## src/rtl/pipelined_add.sv

```systemverilog
// pipelined_add: segmented-carry adder/subtractor with valid/ready handshakes.
//
// The WIDTH-bit carry chain is cut into SEGS slices of SW = WIDTH/SEGS bits.
// Stage k adds slice k using the carry registered by stage k-1, so a result
// appears SEGS cycles after it is accepted, at one op per cycle. Each stage
// carries the full operands and the partially built sum along with the op.
// The whole pipe advances together whenever the output register is empty or
// being drained; otherwise every stage and the outputs hold.
//
// Ports:
//   clk, rst_n          rising-edge clock, asynchronous active-low reset
//   in_valid, in_ready  input handshake (in_ready never depends on in_valid)
//   a, b, cin, sub      operands; sub=1 computes a-b and ignores cin
//   out_valid,out_ready output handshake
//   sum, cout, ovf      registered result, carry/no-borrow, signed overflow

module pipelined_add #(
  parameter int unsigned WIDTH = 64,
  parameter int unsigned SEGS  = 4
) (
  input  logic             clk,
  input  logic             rst_n,
  input  logic             in_valid,
  output logic             in_ready,
  input  logic [WIDTH-1:0] a,
  input  logic [WIDTH-1:0] b,
  input  logic             cin,
  input  logic             sub,
  output logic             out_valid,
  input  logic             out_ready,
  output logic [WIDTH-1:0] sum,
  output logic             cout,
  output logic             ovf
);

  localparam int unsigned SW = WIDTH / SEGS;

  logic             advance;
  logic [WIDTH-1:0] bx;
  logic             cin_eff;

  // Per-stage state; index k is the register written by stage k.
  logic [WIDTH-1:0] a_q  [SEGS];
  logic [WIDTH-1:0] a_d  [SEGS];
  logic [WIDTH-1:0] bx_q [SEGS];
  logic [WIDTH-1:0] bx_d [SEGS];
  logic [WIDTH-1:0] s_q  [SEGS];
  logic [WIDTH-1:0] s_d  [SEGS];
  logic [SEGS-1:0]  c_q;
  logic [SEGS-1:0]  c_d;
  logic [SEGS-1:0]  v_q;
  logic [SEGS-1:0]  v_d;
  logic             ovf_q;
  logic             ovf_d;

  // Stage inputs, reused for every stage inside the loop below.
  logic [WIDTH-1:0] a_in;
  logic [WIDTH-1:0] bx_in;
  logic [WIDTH-1:0] s_in;
  logic             c_in;
  logic             v_in;
  logic [SW:0]      slice;

  assign advance  = ~out_valid | out_ready;
  assign in_ready = advance;

  // Subtraction as a + ~b + 1.
  assign bx      = sub ? ~b : b;
  assign cin_eff = sub | cin;

  always_comb begin
    a_in  = '0;
    bx_in = '0;
    s_in  = '0;
    c_in  = 1'b0;
    v_in  = 1'b0;
    slice = '0;
    ovf_d = 1'b0;
    c_d   = '0;
    v_d   = '0;
    for (int k = 0; k < SEGS; k++) begin
      a_d[k]  = '0;
      bx_d[k] = '0;
      s_d[k]  = '0;
    end

    for (int k = 0; k < SEGS; k++) begin
      if (k == 0) begin
        a_in  = a;
        bx_in = bx;
        s_in  = '0;
        c_in  = cin_eff;
        v_in  = in_valid;
      end else begin
        a_in  = a_q[k-1];
        bx_in = bx_q[k-1];
        s_in  = s_q[k-1];
        c_in  = c_q[k-1];
        v_in  = v_q[k-1];
      end

      slice = {1'b0, a_in[k*SW +: SW]} + {1'b0, bx_in[k*SW +: SW]} + {{SW{1'b0}}, c_in};

      a_d[k]              = a_in;
      bx_d[k]             = bx_in;
      s_d[k]              = s_in;
      s_d[k][k*SW +: SW]  = slice[SW-1:0];
      c_d[k]              = slice[SW];
      v_d[k]              = v_in;

      // Overflow is resolved alongside the top slice so it registers with sum.
      if (k == SEGS - 1) begin
        ovf_d = (a_in[WIDTH-1] == bx_in[WIDTH-1]) & (s_d[k][WIDTH-1] != a_in[WIDTH-1]);
      end
    end
  end

  always_ff @(posedge clk or negedge rst_n) begin
    if (!rst_n) begin
      for (int k = 0; k < SEGS; k++) begin
        a_q[k]  <= '0;
        bx_q[k] <= '0;
        s_q[k]  <= '0;
      end
      c_q   <= '0;
      v_q   <= '0;
      ovf_q <= 1'b0;
    end else if (advance) begin
      for (int k = 0; k < SEGS; k++) begin
        a_q[k]  <= a_d[k];
        bx_q[k] <= bx_d[k];
        s_q[k]  <= s_d[k];
      end
      c_q   <= c_d;
      v_q   <= v_d;
      ovf_q <= ovf_d;
    end
  end

  assign out_valid = v_q[SEGS-1];
  assign sum       = s_q[SEGS-1];
  assign cout      = c_q[SEGS-1];
  assign ovf       = ovf_q;

endmodule
```

## config.mk

```make
export PLATFORM = sky130hd
export DESIGN_NAME = pipelined_add
export DESIGN_NICKNAME = d
export VERILOG_FILES = /design/src/rtl/pipelined_add.sv
export SDC_FILE = /design/constraint.sdc
export NUM_CORES = 1
export LEC_CHECK = 0
export CAP_MARGIN = 0
export CORE_ASPECT_RATIO = 1.4
export CORE_MARGIN = 2
export CORE_UTILIZATION = 50
export CTS_BUF_LIST = sky130_fd_sc_hd__clkbuf_16
export DETAILED_ROUTE_END_ITERATION = 7
export GPL_ROUTABILITY_DRIVEN = 0
export PLACE_DENSITY = 0.71
export REMOVE_ABC_BUFFERS = 1
export SLEW_MARGIN = 20
export SYNTH_ARGS = -nofsm -noshare
export SYNTH_HDL_FRONTEND = slang
export SYNTH_SLANG_ARGS = --single-unit
export TNS_END_PERCENT = 50
```

## constraint.sdc

```tcl
create_clock -name clk -period 8.79 [get_ports clk]
set_input_delay 1.758 -clock clk [delete_from_list [all_inputs] [get_ports clk]]
set_output_delay 1.758 -clock clk [all_outputs]
set_load 0.01 [all_outputs]
```

Word level (Yosys, flattened, before mapping)
Cells that the tools add are included.
{"block": "word_totals", "register_bits": 553, "in_bits": 134, "output_inout_bits": 68, "elab_cells": 29}
{"block": "classes", "add_sub_neg": 8, "eq_ne": 2, "muxes": 1, "bitwise_logic": 5}
{"cell": "16-bit by 16-bit adder with 17-bit output", "n": 4}
{"cell": "17-bit by 1-bit adder with 17-bit output", "n": 4}
{"cell": "64-bit 2-to-1 mux", "n": 1}
{"cell": "64-bit inverter", "n": 1}
{"cell": "1-bit bitwise OR", "n": 2}
{"cell": "1-bit bitwise AND", "n": 1}
{"cell": "1-bit equality test", "n": 1}
{"cell": "1-bit != test", "n": 1}
{"cell": "1-bit inverter", "n": 1}

Depth between registers and ports, before layout
Gate-level depths: netlist of the first run.
{"block": "logic_depth", "word_depth": 4, "mapped_depth": 12, "ltp_nobuf": 10}

Worst setup path before layout of the first run
OpenSTA, ideal clock, no wires.
{"block": "synth_timing", "path_type": "in2reg", "startpoint": "input port sub", "endpoint": "register s_q, in the netlist s_d[138]", "setup_time_ps": 133, "arrival_time_ps": 4284, "required_time_ps": 8657, "path_slack_ps": 4373, "path_stages": 12, "path_buffers": 2, "path_cell_list": "buf_2 buf_1 xor2_1 fa_1 inv_1 fa_1 nor2b_1 o31a_1 o22a_1 a311oi_1 xor2_1 o21ai_0"}
{"block": "synth_between", "elab_chain_cells": 3, "word_cells_on_any_way": 4, "cone_classes": "add/sub: 2; mux: 1; bitwise: 1"}
{"element": "start, declared", "line": "28", "source": "input logic sub,"}
{"element": "64-bit 2-to-1 mux", "line": "68", "source": "assign bx = sub ? ~b : b;"}
{"element": "16-bit by 16-bit adder with 17-bit output", "line": "102", "source": "slice = {1'b0, a_in[k*SW +: SW]} + {1'b0, bx_in[k*SW +: SW]} + {{SW{1'b0}}, c_in};"}
{"element": "17-bit by 1-bit adder with 17-bit output (*)", "line": "102"}
{"element": "end signal, assigned by index", "line": "132", "source": "s_q[k] <= s_d[k];"}
{"element": "end, declared", "line": "47", "source": "logic [WIDTH-1:0] s_q [SEGS];"}
Mark *: on every way between the ends. The rest lies on a longest branch, timed or not.
A chain may end at the register's enable or synchronous reset.

Worst setup path after layout of the first run
{"block": "layout_timing", "startpoint": "input port out_ready", "endpoint": "output port in_ready"}
{"block": "layout_between", "elab_chain_cells": 1}
{"element": "start, declared", "line": "30", "source": "input logic out_ready,"}
{"element": "1-bit bitwise OR", "line": "64", "source": "assign advance = ~out_valid | out_ready;"}
{"element": "end, declared", "line": "24", "source": "output logic in_ready,"}
No other way between the ends.

==> results.json, run 1 <==
{
  "fmax_ghz": 0.1777,
  "synth_cell_types": 64,
  "final_cell_mix": "850 x nand2_1, 361 x dfrtp_1, 199 x clkdlybuf4s50_1",
  "cts_resized": 0,
  "clock-sinks": 361,
  "rsz0062_at_grt": "false",
  "cts_max_path_buffers": 3,
  "cp-end-kind": "output pin",
  "synth_seq_cells": 361,
  "drc": 0,
  "syn_inst": 1877,
  "cts_hold_buf": 0,
  "synth_edf_count": 0,
  "die_y_um": 220.8,
  "critPathLaunchType": "input pin",
  "crit_fanout": 82,
  "seq_area_frac_synth_pct": 53.81,
  "path_clk_slew_ns": 0.06,
  "fin_nets": 2237,
  "rows": 79,
  "grt_usage_pct": 20.14,
  "core_area_um2": 33210,
  "worst_pin_slew_ns": 1.072,
  "max-vdd-ir-drop_mv": 0.2293,
  "worstPathArrival_ns": 3.87,
  "totalWireLength_mm": 35.07,
  "final_max_slew_viol_count": 0,
  "antenna_cells": 0,
  "antenna_found_initial": 4,
  "post-cts-setup-buffers": 0,
  "vias_per_cell": 5.113,
  "vias": 12800,
  "drtIter0Drc": 799,
  "powerDensity_nw_per_um2": 358.6,
  "cp_common_cell": "clkdlybuf4s50_1",
  "grt_pass1_wl_mm": 59.46,
  "status": "finished, final reports clean",
  "drive_above_1_share_pct": 3.837,
  "clock_latency_ns": 0.53,
  "period_share_pct": 64.03,
  "detail-route-antenna-nets": 0,
  "area_growth_pct": 20.93,
  "mostFrequentLayoutCell": "nand2_1",
  "yosysWarningCount": 0,
  "leakagePower_nw": 9.871,
  "fin_crit_ns": 5.628,
  "place_hpwl_mm": 23.16,
  "slew_headroom_pct": 28.54,
  "port-buffer-count": 201,
  "hold_slack_ns": 0.4587,
  "setup_viol": 0,
  "die_width_um": 158.9,
  "cpPeakStageDelay_ns": 0.60,
  "htree_levels": 2,
  "wl_per_cell_um": 14.01,
  "grt_pass1_vias": 12520,
  "cts_made_buffers": 37,
  "hp-class": "register to register",
  "crit_type": "input pin to output pin",
  "tritoncts": "built",
  "drv_cap": 0,
  "synth_area_um2": 16790,
  "drt_pass1_iterations": 5,
  "die-area_um2": 35080,
  "grt-ovfl-total": 0,
  "avgSynthCellArea_um2": 8.944,
  "io_pins": 202,
  "final.setup_skew_ns": 0.01001,
  "async_flop_share_pct": 100.0,
  "finalHoldViolations": 0,
  "cts-root-buf": "clkbuf_16",
  "critPathSlowestCell": "buf_4",
  "cp_cell_sequence": "clkdlybuf4s50_1 -> nor2b_4 -> buf_4 -> inv_8 -> clkdlybuf4s50_1",
  "grt_max_degree": 247,
  "ys.flop_type": "dfrtp_1",
  "initial_core_util_pct": 50.55,
  "fin_setup_tns_ns": 0,
  "cp_data_required_time_ns": 7.03
}
==> cell families (layout without fill, tap and decap cells) <==
logic type                 Yosys count  count (layout)  synth area share, %
buffers and inverters              106             288                2.392
DFF                                361             361                53.81
AOI/OAI and AO/OA                  273             273                10.30
muxes                                6               6               0.3801
xor gates and xnor gates           101             101                5.269
adders and majority gates           68              68                5.426
and+or+nand+nor                    962             962                22.43
==> path summary, 6_finish.rpt <==
| path | start | endpoint | slack, ns | depth (start not counted) |
|---|---|---|---|---|
| worst max-delay path | out_ready | in_ready | 3.16 | 5 |
| worst min-delay path | v_q[2] | v_q[2] | 0.46 | 2 |
| worst max register to register | v_q[3] | s_d[87] | 5.34 | 7 |
| worst min register to register | v_q[2] | v_q[2] | 0.46 | 2 |
| max in group asynchronous | rst_n | sum[60] | 6.16 | 2 |
| min in group asynchronous | rst_n | sum[34] | 1.29 | 1 |
==> routing by layer <==
| metal | GRT usage (%) | routed length [um] | vias to the layer above |
|---|---|---|---|
| met5 | 0 | 46 | - |
| li1 | - | - | 6435 |
| met3 | 3.899 | 1601 | 70 |
| met4 | 6.334 | 848 | 8 |
| met2 | 34.65 | 17310 | 254 |
| met1 | 25.85 | 15260 | 6035 |
==> power by group <==
group | total (mW) | leakage, nW | internal (mW) | switching [mW]
logic | 2.92 | 4.93 | 1.31 | 1.61
registers | 2.83 | 4.34 | 2.41 | 0.424
clock network | 1.52 | 0.595 | 0.891 | 0.633
total | 7.28 | 9.87 | 4.61 | 2.67
==> cells in the mapped netlist (all sizes together) (10+ instances only) <==
library cell	count	share of area, %
a21o	22	0.99
nor3	10	0.30
a211oi	17	0.79
nand2	850	19
inv	14	0.31
nor2	52	1.2
clkbuf	77	1.7
o31ai	10	0.45
xor2	38	2.0
xnor2	63	3.3
o21ai	96	2.9
o21a	11	0.49
ha	60	4.5
dfrtp	361	54
buf	14	0.34
a21oi	57	1.7
==> sequential cells by signal, summed over array words and instances (netlist names) <==
signal and cells:
a_d 80, a_in 16, bx_d 80, bx_in 16, c_q 4, ovf 1, s_d 48, s_in 48
sum 64, v_q 4
==> critical path: cells and delay by family <==
| kind | cells | cell delay, ns |
|---|---|---|
| buffers and inverters | 4 | 1.97 |
| and+or+nand+nor | 1 | 0.11 |
==> layout make-up <==
| cell class | count | area, um^2 |
|---|---|---|
| Clock buffer | 39 | 975.9 |
| Clock inverter | 24 | 200.2 |
| Fill cell | 2985 | 12910 |
| Inverter | 15 | 63.81 |
| Multi-Input combinational cell | 1410 | 7361 |
| Sequential cell | 361 | 9034 |
| Tap cell | 445 | 556.8 |
| Timing Repair Buffer | 210 | 2111 |
==> stage by stage <==
stage          utilization, %  worst slack (ns)  cells  instance area [um^2]  power, mW
5_1_grt                 61.13             3.002   2504                 20300      7.878
3_5_place_dp            57.58             3.119   2441                 19120      5.787
2_1_floorplan               -            -20.21   1786                 16440      4.988
3_3_place_gp            57.58             3.113   2441                 19120      5.667
6_report                61.13             3.162   2504                 20300      7.280
4_1_cts                 61.12             3.125   2504                 20300      7.360
Power figures use the tool's default switching activity.
==> inputs of run 2 (changes only) <==
Clock period 8.79 ns to 5.3 ns, I/O delays scaled along.
==> results.json, run 2 (synthesis gave the netlist of run 1 again) <==
{
  "status": "finished, final reports clean",
  "crit_type": "input pin to output pin",
  "fillers": 2927,
  "vias": 12790,
  "grt_pass1_vias": 12440,
  "drive_above_1_share_pct": 3.740,
  "clock_latency_ns": 0.54,
  "hold_slack_ns": 0.4608,
  "leakagePower_nw": 9.838,
  "setup_viol": 0,
  "vias_per_cell": 5.109,
  "intPower_mw": 7.487,
  "fin_nets": 2237,
  "seq_area_um2": 9034,
  "period_share_pct": 72.35,
  "core_area_um2": 33210,
  "htree_levels": 2,
  "rsz0062_at_grt": "false",
  "placed_cells": 2441,
  "die_y_um": 220.8,
  "fin_setup_tns_ns": 0,
  "cp-end-kind": "output pin",
  "finalHoldViolations": 0,
  "drt_pass1_iterations": 5,
  "detail-route-antenna-nets": 0,
  "share_seq_of_total_power_pct": 39.4,
  "critPathLaunchType": "input pin",
  "rows": 79,
  "drtIter0Drc": 848,
  "p_sw_mw": 4.444,
  "tritoncts": "built",
  "slew_headroom_pct": 31.93,
  "grt_max_degree": 211,
  "worstSetupStartpoint": "out_ready",
  "post-cts-setup-buffers": 0,
  "path_clk_slew_ns": 0.06,
  "powerDensity_nw_per_um2": 589.7,
  "grt_pass1_wl_mm": 59.09,
  "wl_per_cell_um": 14.08,
  "r2r_setup_slack_ns": 2.25,
  "cts-root-buf": "clkbuf_16",
  "reg2regPathDepth": 8,
  "setup.worst_path.end": "in_ready",
  "drv_cap": 0,
  "grt_usage_pct": 20.11,
  "max-vdd-ir-drop_mv": 0.3705,
  "antenna_cells": 0,
  "clock-sinks": 361,
  "drc": 0,
  "antenna_found_initial": 0,
  "r2r-end": "sum[62]",
  "final_max_slew_viol_count": 0,
  "cts_max_path_buffers": 3,
  "final.setup_skew_ns": 0.02215,
  "totalWireLength_mm": 35.25,
  "area_growth_pct": 20.50,
  "instances_no_fill": 2504,
  "hp-class": "register to register",
  "port-buffer-count": 201,
  "fmax_ghz": 0.2608,
  "grt-ovfl-total": 0,
  "die-area_um2": 35080,
  "cts_made_buffers": 37,
  "place_hpwl_mm": 23.42,
  "cts_resized": 0,
  "worst_pin_slew_ns": 1.021,
  "combPwrFrac_pct": 40.5,
  "die_width_um": 158.9,
  "cp_data_required_time_ns": 4.24,
  "postLayoutSetupSlackWorst_ns": 1.466,
  "p_sw_share_pct": 37.25,
  "cts_hold_buf": 0,
  "initial_core_util_pct": 50.55,
  "crit_fanout": 94,
  "r2r_start": "a_in[48]",
  "io_pins": 202,
  "fin_crit_ns": 3.834,
  "mostFrequentLayoutCell": "nand2_1",
  "final_cell_mix": "850 x nand2_1, 361 x dfrtp_1, 199 x clkdlybuf4s50_1",
  "clkPwrFrac_pct": 20.0,
  "worstPathArrival_ns": 2.77,
  "dp_slack_ns": 1.433,
  "multiInputGateArea_um2": 7361
}
## run 2: layer usage
metal | vias up | part of all wire (%) | GRT usage (%)
li1 | 6418 | - | -
met3 | 70 | 4.2 | 3.468
met5 | - | 0 | 0
met1 | 6049 | 44 | 26.00
met4 | 0 | 2.8 | 6.540
met2 | 257 | 49 | 34.61
## run 2: worst min-delay path by stage
stage | start | endpoint | slack (ns) | depth (start not counted)
after floorplan | v_q[2] | v_q[2] | 0.43 | 2
after global placement | v_q[2] | v_q[2] | 0.45 | 2
after detailed placement | sum[36] | sum[36] | 0.45 | 2
after CTS | a_d[174] | a_d[110] | 0.46 | 2
after global routing | a_d[174] | a_d[110] | 0.48 | 2
final | s_d[134] | s_d[70] | 0.46 | 2
## run 2: worst max-delay path, cell delays in order
cell,delay (ns)
clkdlybuf4s50_1,0.50
nor2b_4,0.09
inv_8,0.37
clkdlybuf4s50_1,0.68
## run 2: power by group through the flow
stage / registers (mW) / logic, mW / clock network (mW)
floorplan: 4.64 / 3.44 / 0
global placement: 4.71 / 4.70 / 0
detailed placement: 4.75 / 4.87 / 0
CTS: 4.71 / 4.89 / 2.46
global route: 4.86 / 5.49 / 2.57
finish: 4.70 / 4.84 / 2.39
## run 2: per-stage QoR
step	power [mW]	utilization (%)	cell area, um^2
after floorplan	8.078	-	16440
after global placement	9.410	57.65	19150
final	11.93	60.91	20230
after global routing	12.92	60.91	20230
after detailed placement	9.615	57.65	19150
after CTS	12.06	60.91	20230
## run 2: area by class of cell
type	instances	area share, %
Inverter	15	0.3154
Tap cell	445	2.752
Multi-Input combinational cell	1410	36.38
Clock buffer	37	4.577
Clock inverter	26	0.7793
Timing Repair Buffer	210	10.54
Sequential cell	361	44.65
==> inputs of run 3 (changes only) <==
Clock period 5.3 ns to 3.9 ns, I/O delays scaled along.
==> results.json, run 3 (synthesis gave the netlist of run 1 again) <==
{
  "period_share_pct": 77.29,
  "cts_made_buffers": 37,
  "grt_usage_pct": 20.58,
  "worstPathArrival_ns": 3.44,
  "rsz0062_at_grt": "false",
  "clock-sinks": 361,
  "cts_max_path_buffers": 3,
  "hold_slack_ns": 0.2253,
  "drv_cap": 0,
  "critPathSlowestCell": "fa_1",
  "io_pins": 202,
  "status": "finished, final reports clean",
  "setup_viol": 0,
  "vias_per_cell": 5.157,
  "cp_data_required_time_ns": 4.33,
  "drtIter0Drc": 899,
  "die-area_um2": 35080,
  "critPathBufInv": 0,
  "final_max_slew_viol_count": 0,
  "p_sw_share_pct": 36.85,
  "finalHoldViolations": 0,
  "cp_top_family": "compound AO/OA/AOI/OAI gates",
  "cp_cell_sequence": "fa_1 -> fa_1 -> a211oi_2 -> nor2_1 -> o31a_1 -> o41a_1 -> o21a_1 -> o31ai_1",
  "fin_crit_ns": 3.014,
  "fin_nets": 2242,
  "hp-class": "input pin to async pin",
  "mostFrequentLayoutCell": "nand2_1",
  "intPower_mw": 10.33,
  "htree_levels": 2,
  "drc": 0,
  "final.setup_skew_ns": 0.01430,
  "cts-root-buf": "clkbuf_16",
  "powerDensity_nw_per_um2": 804.5,
  "fmax_ghz": 0.3317,
  "drt_pass1_iterations": 5,
  "clkPwrFrac_pct": 20.5,
  "fin_util_pct": 61.19,
  "r2r_start": "a_in[48]",
  "grt-ovfl-total": 0,
  "totalWireLength_mm": 35.46,
  "drive_above_1_share_pct": 3.785,
  "max-vdd-ir-drop_mv": 0.4297,
  "cpPeakStageDelay_ns": 0.48,
  "area_growth_pct": 21.05,
  "die_y_um": 220.8,
  "cts_resized": 0,
  "cp_common_cell": "fa_1",
  "crit_fanout": 3,
  "combPwrFrac_pct": 40.5,
  "clock_latency_ns": 0.53,
  "port-buffer-count": 201,
  "p_sw_mw": 6.024,
  "post-cts-setup-buffers": 0,
  "power_mw": 16.35,
  "leakagePower_nw": 9.890,
  "core_area_um2": 33210,
  "vias": 12920,
  "die_width_um": 158.9,
  "slew_headroom_pct": 27.56,
  "r2r-end": "sum[62]",
  "cts_hold_buf": 0,
  "place_hpwl_mm": 23.54,
  "instances_no_fill": 2506,
  "reg2regPathDepth": 8,
  "worst_pin_slew_ns": 1.087,
  "wl_per_cell_um": 14.15,
  "critPathLaunchType": "register",
  "crit_type": "register to register",
  "placed_cells": 2446,
  "antenna_cells": 0,
  "r2r_setup_slack_ns": 0.89,
  "tritoncts": "built",
  "grt_pass1_vias": 12520,
  "share_seq_of_total_power_pct": 39.0,
  "antenna_found_initial": 4,
  "detail-route-antenna-nets": 0,
  "grt_pass1_wl_mm": 60.60,
  "rows": 79,
  "path_clk_slew_ns": 0.06,
  "final_cell_mix": "850 x nand2_1, 361 x dfrtp_1, 199 x clkdlybuf4s50_1",
  "initial_core_util_pct": 50.55,
  "cp-end-kind": "register",
  "grt_max_degree": 249,
  "fin_setup_tns_ns": 0
}
[run 3: cell types whose count changed in the layout (fill, tap and decap cells not counted), sizes merged]
cell | previous run | this run
buf | 11 | 16
bufinv | 1 | 2
clkbuf | 37 | 39
clkinv | 13 | 8
clkinvlp | 2 | 1
[run 3: area by class of cell]
type	instances	area, um^2
Clock buffer	39	975.9
Clock inverter	21	148.9
Fill cell	2997	12890
Inverter	15	63.81
Multi-Input combinational cell	1410	7361
Sequential cell	361	9034
Tap cell	445	556.8
Timing Repair Buffer	215	2182
[run 3: worst max-delay path by stage]
stage | cells after the start | to | from
global route | 8 | sum[62] | a_in[48]
finish | 8 | sum[62] | a_in[48]
global placement | 11 | s_d[138] | cin
detailed placement | 11 | s_d[138] | cin
floorplan | 4 | sum[57] | out_ready
CTS | 8 | sum[62] | c_q[2]
[run 3: power groups by stage]
stage / sequential, mW / combinational [mW] / clock, mW
global route: 6.60 / 7.49 / 3.61
floorplan: 6.06 / 3.83 / 0
finish: 6.38 / 6.61 / 3.35
detailed placement: 6.45 / 6.63 / 0
global placement: 6.40 / 6.41 / 0
CTS: 6.40 / 6.66 / 3.45
[run 3: stage by stage]
step	instance area [um^2]	setup slack, ns
6_report	20320	0.8856
5_1_grt	20320	0.7598
4_1_cts	20320	0.8720
3_5_place_dp	19200	0.3804
3_3_place_gp	19200	0.4039
2_1_floorplan	16440	-23.23
[run 3: metal layers]
layer / share of wire [%] / vias up / track usage [%]
met4: 2.4 / 8 / 6.246
met5: 0.15 / - / 0
met2: 49 / 314 / 34.61
met3: 4.6 / 69 / 3.468
li1: - / 6430 / -
met1: 44 / 6102 / 27.55
